$ cat config.mk
export PLATFORM = sky130hd
export DESIGN_NAME = lstm_weight_loader
export DESIGN_NICKNAME = d
export VERILOG_FILES = /design/src/rtl/lstm_pkg.sv /design/src/rtl/lstm_write_addr_gen.sv /design/src/rtl/lstm_weight_loader.sv
export SDC_FILE = /design/constraint.sdc
export NUM_CORES = 1
export LEC_CHECK = 0
export CORE_ASPECT_RATIO = 1.25
export CORE_UTILIZATION = 35
export DETAILED_ROUTE_END_ITERATION = 16
export MAX_ROUTING_LAYER = met4
export PLACE_DENSITY = 0.66
export SLEW_MARGIN = 20
export SYNTH_ARGS = -nofsm -noshare
export SYNTH_HDL_FRONTEND = slang
export SYNTH_SLANG_ARGS = --single-unit
$ cat constraint.sdc
create_clock -name clk -period 4.35 [get_ports clk]
set_input_delay 0.435 -clock clk [delete_from_list [all_inputs] [get_ports clk]]
set_output_delay 0.435 -clock clk [all_outputs]
set_load 0.02 [all_outputs]
$ cat src/rtl/lstm_pkg.sv
// rtl/lstm_pkg.sv - shared constants, state type and map-size helper for the LSTM weight loader
//
// Contents:
//   WEIGHTS            gate weight sets per LSTM layer
//   LSTM_CTRL_RUN      value written to the control register to start the LSTM
//   loader_state_t     loader FSM states
//   lstm_num_addresses number of register map entries for a given layer count
package lstm_pkg;

    localparam int WEIGHTS = 4;

    localparam logic [31:0] LSTM_CTRL_RUN = 32'h1;

    typedef enum logic [1:0] {
        ST_IDLE  = 2'd0,
        ST_LOAD  = 2'd1,
        ST_CHECK = 2'd2,
        ST_RUN   = 2'd3
    } loader_state_t;

    // Four words per gate weight set, two bias-style words per layer, plus
    // the control register at the top of the map.
    function automatic int lstm_num_addresses(input int layers);
        return 4 * (layers * WEIGHTS) + 2 * layers + 1;
    endfunction

endpackage

$ cat src/rtl/lstm_write_addr_gen.sv
// rtl/lstm_write_addr_gen.sv - data word counter with matching OFFSET+4*cnt byte address register
//
// Ports:
//   clk, reset   clock, asynchronous active-high reset
//   i_clear      restart at word 0 / address OFFSET (has priority over i_inc)
//   i_inc        advance to the next word
//   o_addr       byte address of the current word (OFFSET + 4*cnt)
//   o_last       current word is the final data word (cnt == NUM_DATA-1)
module lstm_write_addr_gen
    import lstm_pkg::*;
#(
    parameter logic [31:0] OFFSET   = 32'h0,
    parameter int          NUM_DATA = 54
) (
    input  logic        clk,
    input  logic        reset,
    input  logic        i_clear,
    input  logic        i_inc,
    output logic [31:0] o_addr,
    output logic        o_last
);

    localparam int            CW       = (NUM_DATA > 1) ? $clog2(NUM_DATA) : 1;
    localparam logic [CW-1:0] LAST_CNT = CW'(NUM_DATA - 1);

    logic [CW-1:0] r_cnt;
    logic [31:0]   r_addr;

    // The address is kept as its own register stepping by 4 so no multiply
    // or add of OFFSET sits on the path from the counter to the bus.
    always_ff @(posedge clk or posedge reset) begin
        if (reset) begin
            r_cnt  <= '0;
            r_addr <= OFFSET;
        end else if (i_clear) begin
            r_cnt  <= '0;
            r_addr <= OFFSET;
        end else if (i_inc) begin
            r_cnt  <= r_cnt + CW'(1);
            r_addr <= r_addr + 32'd4;
        end
    end

    assign o_addr = r_addr;
    assign o_last = (r_cnt == LAST_CNT);

endmodule

$ cat src/rtl/lstm_weight_loader.sv
// rtl/lstm_weight_loader.sv - streams LSTM weight/bias words onto the register bus, then writes the run control
//
// Optional feature macro: LSTM_LOADER_CHECKSUM_EN (trailing checksum word, error flag)
//
// Ports:
//   clk, reset        clock, asynchronous active-high reset
//   start, abort      begin a load (only from idle) / cancel the load in progress
//   s_data, s_valid   stream word and its valid
//   s_ready           stream accept (combinational)
//   address           bus byte address (registered)
//   write_data        bus write data (registered)
//   write_en          one-cycle write strobe (registered)
//   busy              loader not idle
//   done              one-cycle completion pulse (registered)
//   error             checksum mismatch, sticky until next start (0 without the feature)
module lstm_weight_loader
    import lstm_pkg::*;
#(
    parameter logic [31:0] OFFSET = 32'h0,
    parameter int          LAYERS = 3
) (
    input  logic        clk,
    input  logic        reset,
    input  logic        start,
    input  logic        abort,
    input  logic [31:0] s_data,
    input  logic        s_valid,
    output logic        s_ready,
    output logic [31:0] address,
    output logic [31:0] write_data,
    output logic        write_en,
    output logic        busy,
    output logic        done,
    output logic        error
);

    localparam int          NUM_ADDRESSES = lstm_num_addresses(LAYERS);
    localparam int          NUM_DATA      = NUM_ADDRESSES - 1;
    localparam logic [31:0] CTRL_ADDR     = OFFSET + 32'(4 * NUM_DATA);

    loader_state_t r_state;

    logic        w_accept;
    logic        w_start_load;
    logic        w_gen_inc;
    logic        w_gen_last;
    logic [31:0] w_gen_addr;

`ifdef LSTM_LOADER_CHECKSUM_EN
    logic [31:0] r_sum;
`else
    assign error = 1'b0;
`endif

    // abort gates s_ready so an aborting cycle never consumes a word.
    assign s_ready      = ((r_state == ST_LOAD) || (r_state == ST_CHECK)) && !abort;
    assign busy         = (r_state != ST_IDLE);
    assign w_accept     = s_valid && s_ready;
    assign w_start_load = (r_state == ST_IDLE) && start && !abort;
    assign w_gen_inc    = w_accept && (r_state == ST_LOAD);

    lstm_write_addr_gen #(
        .OFFSET   (OFFSET),
        .NUM_DATA (NUM_DATA)
    ) u_addr_gen (
        .clk     (clk),
        .reset   (reset),
        .i_clear (w_start_load),
        .i_inc   (w_gen_inc),
        .o_addr  (w_gen_addr),
        .o_last  (w_gen_last)
    );

    always_ff @(posedge clk or posedge reset) begin
        if (reset) begin
            r_state    <= ST_IDLE;
            address    <= '0;
            write_data <= '0;
            write_en   <= 1'b0;
            done       <= 1'b0;
`ifdef LSTM_LOADER_CHECKSUM_EN
            error      <= 1'b0;
            r_sum      <= '0;
`endif
        end else begin
            write_en <= 1'b0;
            done     <= 1'b0;
            case (r_state)
                ST_IDLE: begin
                    if (w_start_load) begin
                        r_state <= ST_LOAD;
`ifdef LSTM_LOADER_CHECKSUM_EN
                        error   <= 1'b0;
                        r_sum   <= '0;
`endif
                    end
                end
                ST_LOAD: begin
                    if (abort) begin
                        r_state <= ST_IDLE;
                    end else if (w_accept) begin
                        write_en   <= 1'b1;
                        address    <= w_gen_addr;
                        write_data <= s_data;
`ifdef LSTM_LOADER_CHECKSUM_EN
                        r_sum      <= r_sum + s_data;
                        if (w_gen_last) r_state <= ST_CHECK;
`else
                        if (w_gen_last) r_state <= ST_RUN;
`endif
                    end
                end
`ifdef LSTM_LOADER_CHECKSUM_EN
                // The trailer word is consumed but never written to the bus.
                ST_CHECK: begin
                    if (abort) begin
                        r_state <= ST_IDLE;
                    end else if (w_accept) begin
                        if (s_data == r_sum) begin
                            r_state <= ST_RUN;
                        end else begin
                            r_state <= ST_IDLE;
                            error   <= 1'b1;
                            done    <= 1'b1;
                        end
                    end
                end
`endif
                ST_RUN: begin
                    write_en   <= 1'b1;
                    address    <= CTRL_ADDR;
                    write_data <= LSTM_CTRL_RUN;
                    done       <= 1'b1;
                    r_state    <= ST_IDLE;
                end
                default: r_state <= ST_IDLE;
            endcase
        end
    end

endmodule

# ---- Word level (Yosys, flattened, before mapping)
# Cells that the tools add are included.
dict set report totals {
  register_bits 106
  inputBits 37
  output_inout_bits 69
  word_cells 50
}
dict set report classes {
  add_sub_neg 2
  n_eq_ne 9
  muxes 19
  n_reduce_logical 13
}
# cell n
set ops {}
lappend ops {{2-to-1 mux 32 bit} 6}
lappend ops {{one-hot mux 32 bit (2 select lines)} 2}
lappend ops {{adder 32 x 3 -> 32 bit, second input constant} 1}
lappend ops {{2-to-1 mux 6 bit} 2}
lappend ops {{2-to-1 mux 2 bit} 4}
lappend ops {{adder 6 x 1 -> 6 bit, second input constant} 1}
lappend ops {{== test 6 bit, second input constant} 1}
lappend ops {{AND reduction 3 bit} 2}
lappend ops {{nonzero test 2 bit} 3}
lappend ops {{logical AND 1 bit} 5}
lappend ops {{== test 2 bit, second input constant} 2}
lappend ops {{inequality test 2 bit, second input constant} 2}
lappend ops {{one-hot mux 2 bit (2 select lines)} 1}
lappend ops {{2-to-1 mux 1 bit} 3}
lappend ops {{inequality test 3 x 2 -> 1 bit, second input constant} 1}
lappend ops {{inequality test 3 bit, second input constant} 1}
lappend ops {{== test 2 x 1 -> 1 bit, second input constant} 1}
lappend ops {{logical NOT 2 bit} 1}
lappend ops {{inequality test 2 x 1 -> 1 bit, second input constant} 1}
lappend ops {{one-hot mux 1 bit (2 select lines)} 1}
lappend ops {{logical NOT 1 bit} 1}
lappend ops {{logical OR 1 bit} 1}

# ---- Depth between registers and ports, before layout
dict set report depth {
  depth_word 7
  mapped_depth 8
}

# ---- Modules after synthesis
# Synthesis repeated with hierarchy kept, for this count alone.
dict set report hier_totals {
  cells_unflattened 373
  area_unflattened_um2 4424.2
}
# mod instances cells_each area_each_um2 seq_area_each_um2
set modules_own_cells {}
lappend modules_own_cells {lstm_weight_loader 1 175 2524.9 1701.6}
lappend modules_own_cells {lstm_write_addr_gen 1 198 1899.3 900.9}

# ---- Worst setup path after synthesis
# OpenSTA, ideal clock, no wires.
dict set report synth_timing {
  path_kind {register to register}
  start {register r_state[0]}
  end {register u_addr_gen.r_addr[21], in the netlist u_addr_gen.o_addr[21]}
  setup_ps 78
  t_arrival_ps 1890
  required_ps 4272
  slack_ps 2382
  stages_incl_launch_ff 8
  path_buffers 1
  synth_period_minus_slack_ps 1968
  path_cell_list {dfrtp_1 > inv_1 > ha_1 > and4b_2 > o2111ai_4 > buf_6 > or4_1 > a21oi_1}
}
dict set report synth_via {
  elab_chain_len 6
  word_cells_on_any_way 11
}
# item line_no
set synth_rtl {}
lappend synth_rtl {{from (decl)} lstm_weight_loader.sv:41} ;# loader_state_t r_state;
lappend synth_rtl {{from (signal assigned)} lstm_weight_loader.sv:76} ;# r_state <= ST_IDLE;
lappend synth_rtl {{from (signal assigned)} lstm_weight_loader.sv:91} ;# r_state <= ST_LOAD;
lappend synth_rtl {{from (signal assigned)} lstm_weight_loader.sv:100} ;# r_state <= ST_IDLE;
lappend synth_rtl {{== test 2 x 1 -> 1 bit or == test 2 bit (tied branches)} {lstm_weight_loader.sv:56, lstm_weight_loader.sv:60}}
lappend synth_rtl {{logical OR 1 bit} lstm_weight_loader.sv:56} ;# assign s_ready = ((r_state == ST_LOAD) || (r_state == ST_CHECK)) && !abort;
lappend synth_rtl {{logical AND 1 bit} lstm_weight_loader.sv:56}
lappend synth_rtl {{logical AND 1 bit} lstm_weight_loader.sv:58} ;# assign w_accept = s_valid && s_ready;
lappend synth_rtl {{logical AND 1 bit} lstm_weight_loader.sv:60} ;# assign w_gen_inc = w_accept && (r_state == ST_LOAD);
lappend synth_rtl {{nonzero test 2 bit (no line)} n/a}
lappend synth_rtl {{to (signal assigned)} lstm_write_addr_gen.sv:40} ;# r_addr <= r_addr + 32'd4;
lappend synth_rtl {{to (decl)} lstm_write_addr_gen.sv:27} ;# logic [31:0] r_addr;
# Parallel ways exist; a longest one is shown, timed or not.
# A chain may end at the register's enable or synchronous reset.

# ---- Worst setup path in the final report
dict set report layout_timing {
  start {register r_state[0]}
  end {register u_addr_gen.r_addr[30], in the netlist u_addr_gen.o_addr[30]}
}
# Same word-level chain as after synthesis.

==> flow_summary.ini <==
[grt]
use_met3_pct = 2.68
grt_use_met2_pct = 28.5
grt_pass1_vias = 3356
busiest_layer = met2
grt_overflow = 0
grt_max_degree = 77
antenna_found_initial = 0
grt_pass1_wl_mm = 16.5
track_usage_pct = 16.9
globalRouteMet1Util_pct = 20.1

[critical_path]
worst-path-buf-inv = 1
setup.worst_path.start = r_state[0]
cpPeakStageDelay_ps = 740
reg2regPathDepth = 6
r2r_start = r_state[0]
critPathTopFamily = simple AND/OR/NAND/NOR gates
reg2reg_slack_ps = 1750
crit_required_ps = 4620
path_cells = inv_1 > ha_1 > and3b_1 > o211ai_2 > or4_1 > a21oi_1
path_class = reg2reg
startpoint_type = flip-flop
cp_data_arrival_time_ps = 2870
crit_path_end_kind = flip-flop
slowest_stage = and3b_1
rr_endpoint = u_addr_gen.o_addr[30]
cp_max_fo = 21

[cts]
cts_made_buffers = 9
cts.sinks = 103
cts-root-buf = clkbuf_16
h-tree-depth = 3
clk_pin_slew_ps = 70
cts_tree = built
postCtsHoldBufs = 0
post_cts_resized = 0
clockBufferDepth = 2
insertion_delay_ps = 340
post_cts_buffers = 0

[status]
status = finished clean

[route]
drtAntennaViolNets = 0
drt-vias-per-instance = 5.36
initialDrtViolationCount = 192
route.detailed.wl_per_inst_um = 16.2
drc_errors = 0
dr.pass1.iters = 4
routed_wl_mm = 10.3
vias = 3420

[synthesis]
synth_xor_area_share_pct = 2.79
ys_ff_latch = 103
synth_flop_cell = dfrtp_1
synthMuxAreaShare_pct = 0.456
synth_fp_nets = 417
synth_top_family_by_area = compound AO/OA/AOI/OAI gates
yosys.area_share.adder_pct = 1.71
yosysSeqAreaShare_pct = 58.7
synth_warnings = 0
yosysMostFrequentCell = dfrtp_1
synth_cells = 374
yosys-top-cells-count = dfrtp_1 (103), a22o_1 (54), nand2_1 (23)
async_reset_ff_share_pct = 100
yosys.area.top_type = dfrtp_1
synth-edff-count = 0
synth_compound_area_share_pct = 19.7
ys_top_cells_by_area = dfrtp_1 (59%), a22o_1 (11%), a21oi_1 (2.1%)
synthSimpleGateAreaFrac_pct = 13.0
postSynthAreaPerCell_sq_um = 11.7
synth_top_area_share_pct = 58.7
synth_cell_types = 50
synth_area_sq_um = 4390

[place]
gp_congestion = 0.807
place_hpwl_mm = 6.96
port_buffers = 104
place_ws_ps = 1490

[power]
p_per_area_nw_per_um2 = 544
power.total_uw = 3230
max-vdd-ir-drop_v = 0.000293
p_leak_uw = 0.00259

[sta]
report.final.slew_viol_count = 0
rsz0062_at_grt = false
setup_viol = 0
finalWorstSetupSlack_ps = 1750
fin_worst_skew_ps = 7.82
tns_ps = 0
finalCriticalPeriod_ps = 2600
hold_viol_final = 0
whs_ps = 495
fmax_ghz = 0.385
max_slew_margin_pct = 38.8
worst_pin_slew_ps = 918
post-route-period-util_pct = 59.7

[die]
core-area_sq_um = 12200
ios = 106
dieArea_sq_um = 13000
fp.dieW_um = 102
die_y_um = 127
initial_core_util_pct = 36.0
num_rows = 45

[finish]
antenna_cells = 0
layout-drive-gt1-share_pct = 5.49
area_delta_synth_final_pct = 35.1
seqCellArea_sq_um = 2580
multiInputGateArea_sq_um = 1680
fin_nets = 512
fillerInstances = 1106
final_core_util_pct = 48.6

[hold_path]
worstHoldStart = address[4]
whs_path_depth = 1
min_to = address[4]
hold_path_class = reg2reg

[run]
maxCapViolations = 0
## worst register-to-register path, delay by kind of cell (launching register included)
kind,cells,cell delay (ps)
AOI/OAI and AO/OA,2,480
adders and majority gates,1,220
buffers and inverters,1,80
DFF,1,420
and+or+nand+nor,2,1330
## per-layer routing
layer	up-vias	share of wire, %
met3	14	4.6
met4	0	1.8
li1	1597	-
met1	1710	44
met5	-	0
met2	99	49
## worst max path at each step
stage | cells past startpoint | endpoint | slack, ps
floorplan | 1 | address[10] | 1210
global placement | 5 | u_addr_gen.o_addr[26] | 1570
detailed placement | 5 | u_addr_gen.o_addr[30] | 1490
CTS | 6 | u_addr_gen.o_addr[30] | 1760
global route | 6 | u_addr_gen.o_addr[30] | 1510
finish | 6 | u_addr_gen.o_addr[30] | 1750
## kinds of logic (layout without fill, tap and decap cells)
| kind of cell | Yosys count | in the layout |
|---|---|---|
| flip-flops | 103 | 103 |
| adder cells (fa/ha/maj) | 6 | 6 |
| buffers and inverters | 34 | 134 |
| other | 1 | 1 |
| multiplexers | 2 | 2 |
| AO/OA/AOI/OAI | 110 | 110 |
| AND/OR/NAND/NOR | 104 | 104 |
| XOR/XNOR | 14 | 14 |
## through the flow
step / instances / area (sq um)
floorplan: 374 / 4390
global placement: 622 / 5560
detailed placement: 622 / 5560
CTS: 638 / 5930
global route: 638 / 5930
finish: 638 / 5930
## flip-flops by register name (all words and copies together) (netlist names)
register / flops
address: 31
done: 1
r_state: 2
u_addr_gen.o_addr: 30
u_addr_gen.r_cnt: 6
write_data: 32
write_en: 1
## cells in the final DEF (no fill, tap or decap), types with 2 or more instances in the layout
master / n
bufinv_16: 4
inv_1: 10
and4_1: 5
or4_1: 11
inv_6: 2
o211ai_1: 2
xnor2_1: 4
nand3_1: 13
o31ai_1: 9
mux2i_1: 2
nand2_1: 23
nor2_1: 17
clkdlybuf4s50_1: 104
a21oi_1: 18
nor4_1: 2
clkbuf_16: 9
ha_1: 6
xor2_1: 10
nor3_1: 2
and3_1: 3
nand2b_1: 3
buf_4: 3
o22a_1: 5
a22o_1: 54
dfrtp_1: 103
or3_1: 5
o21ai_0: 9
nand4_1: 11
## area by class of cell
type / instances / area share (%)
Sequential cell: 103 / 43.4
Multi-Input combinational cell: 237 / 28.2
Timing Repair Buffer: 107 / 17.9
Clock buffer: 9 / 3.80
Tap cell: 164 / 3.46
Clock inverter: 7 / 2.40
Inverter: 11 / 0.738
## where the power goes
part	switching (uW)	internal (uW)	total [uW]
clock	360	624	983
combinational	483	497	980
sequential	117	1150	1270
total	960	2270	3230
(Power assumes the default switching activity.)
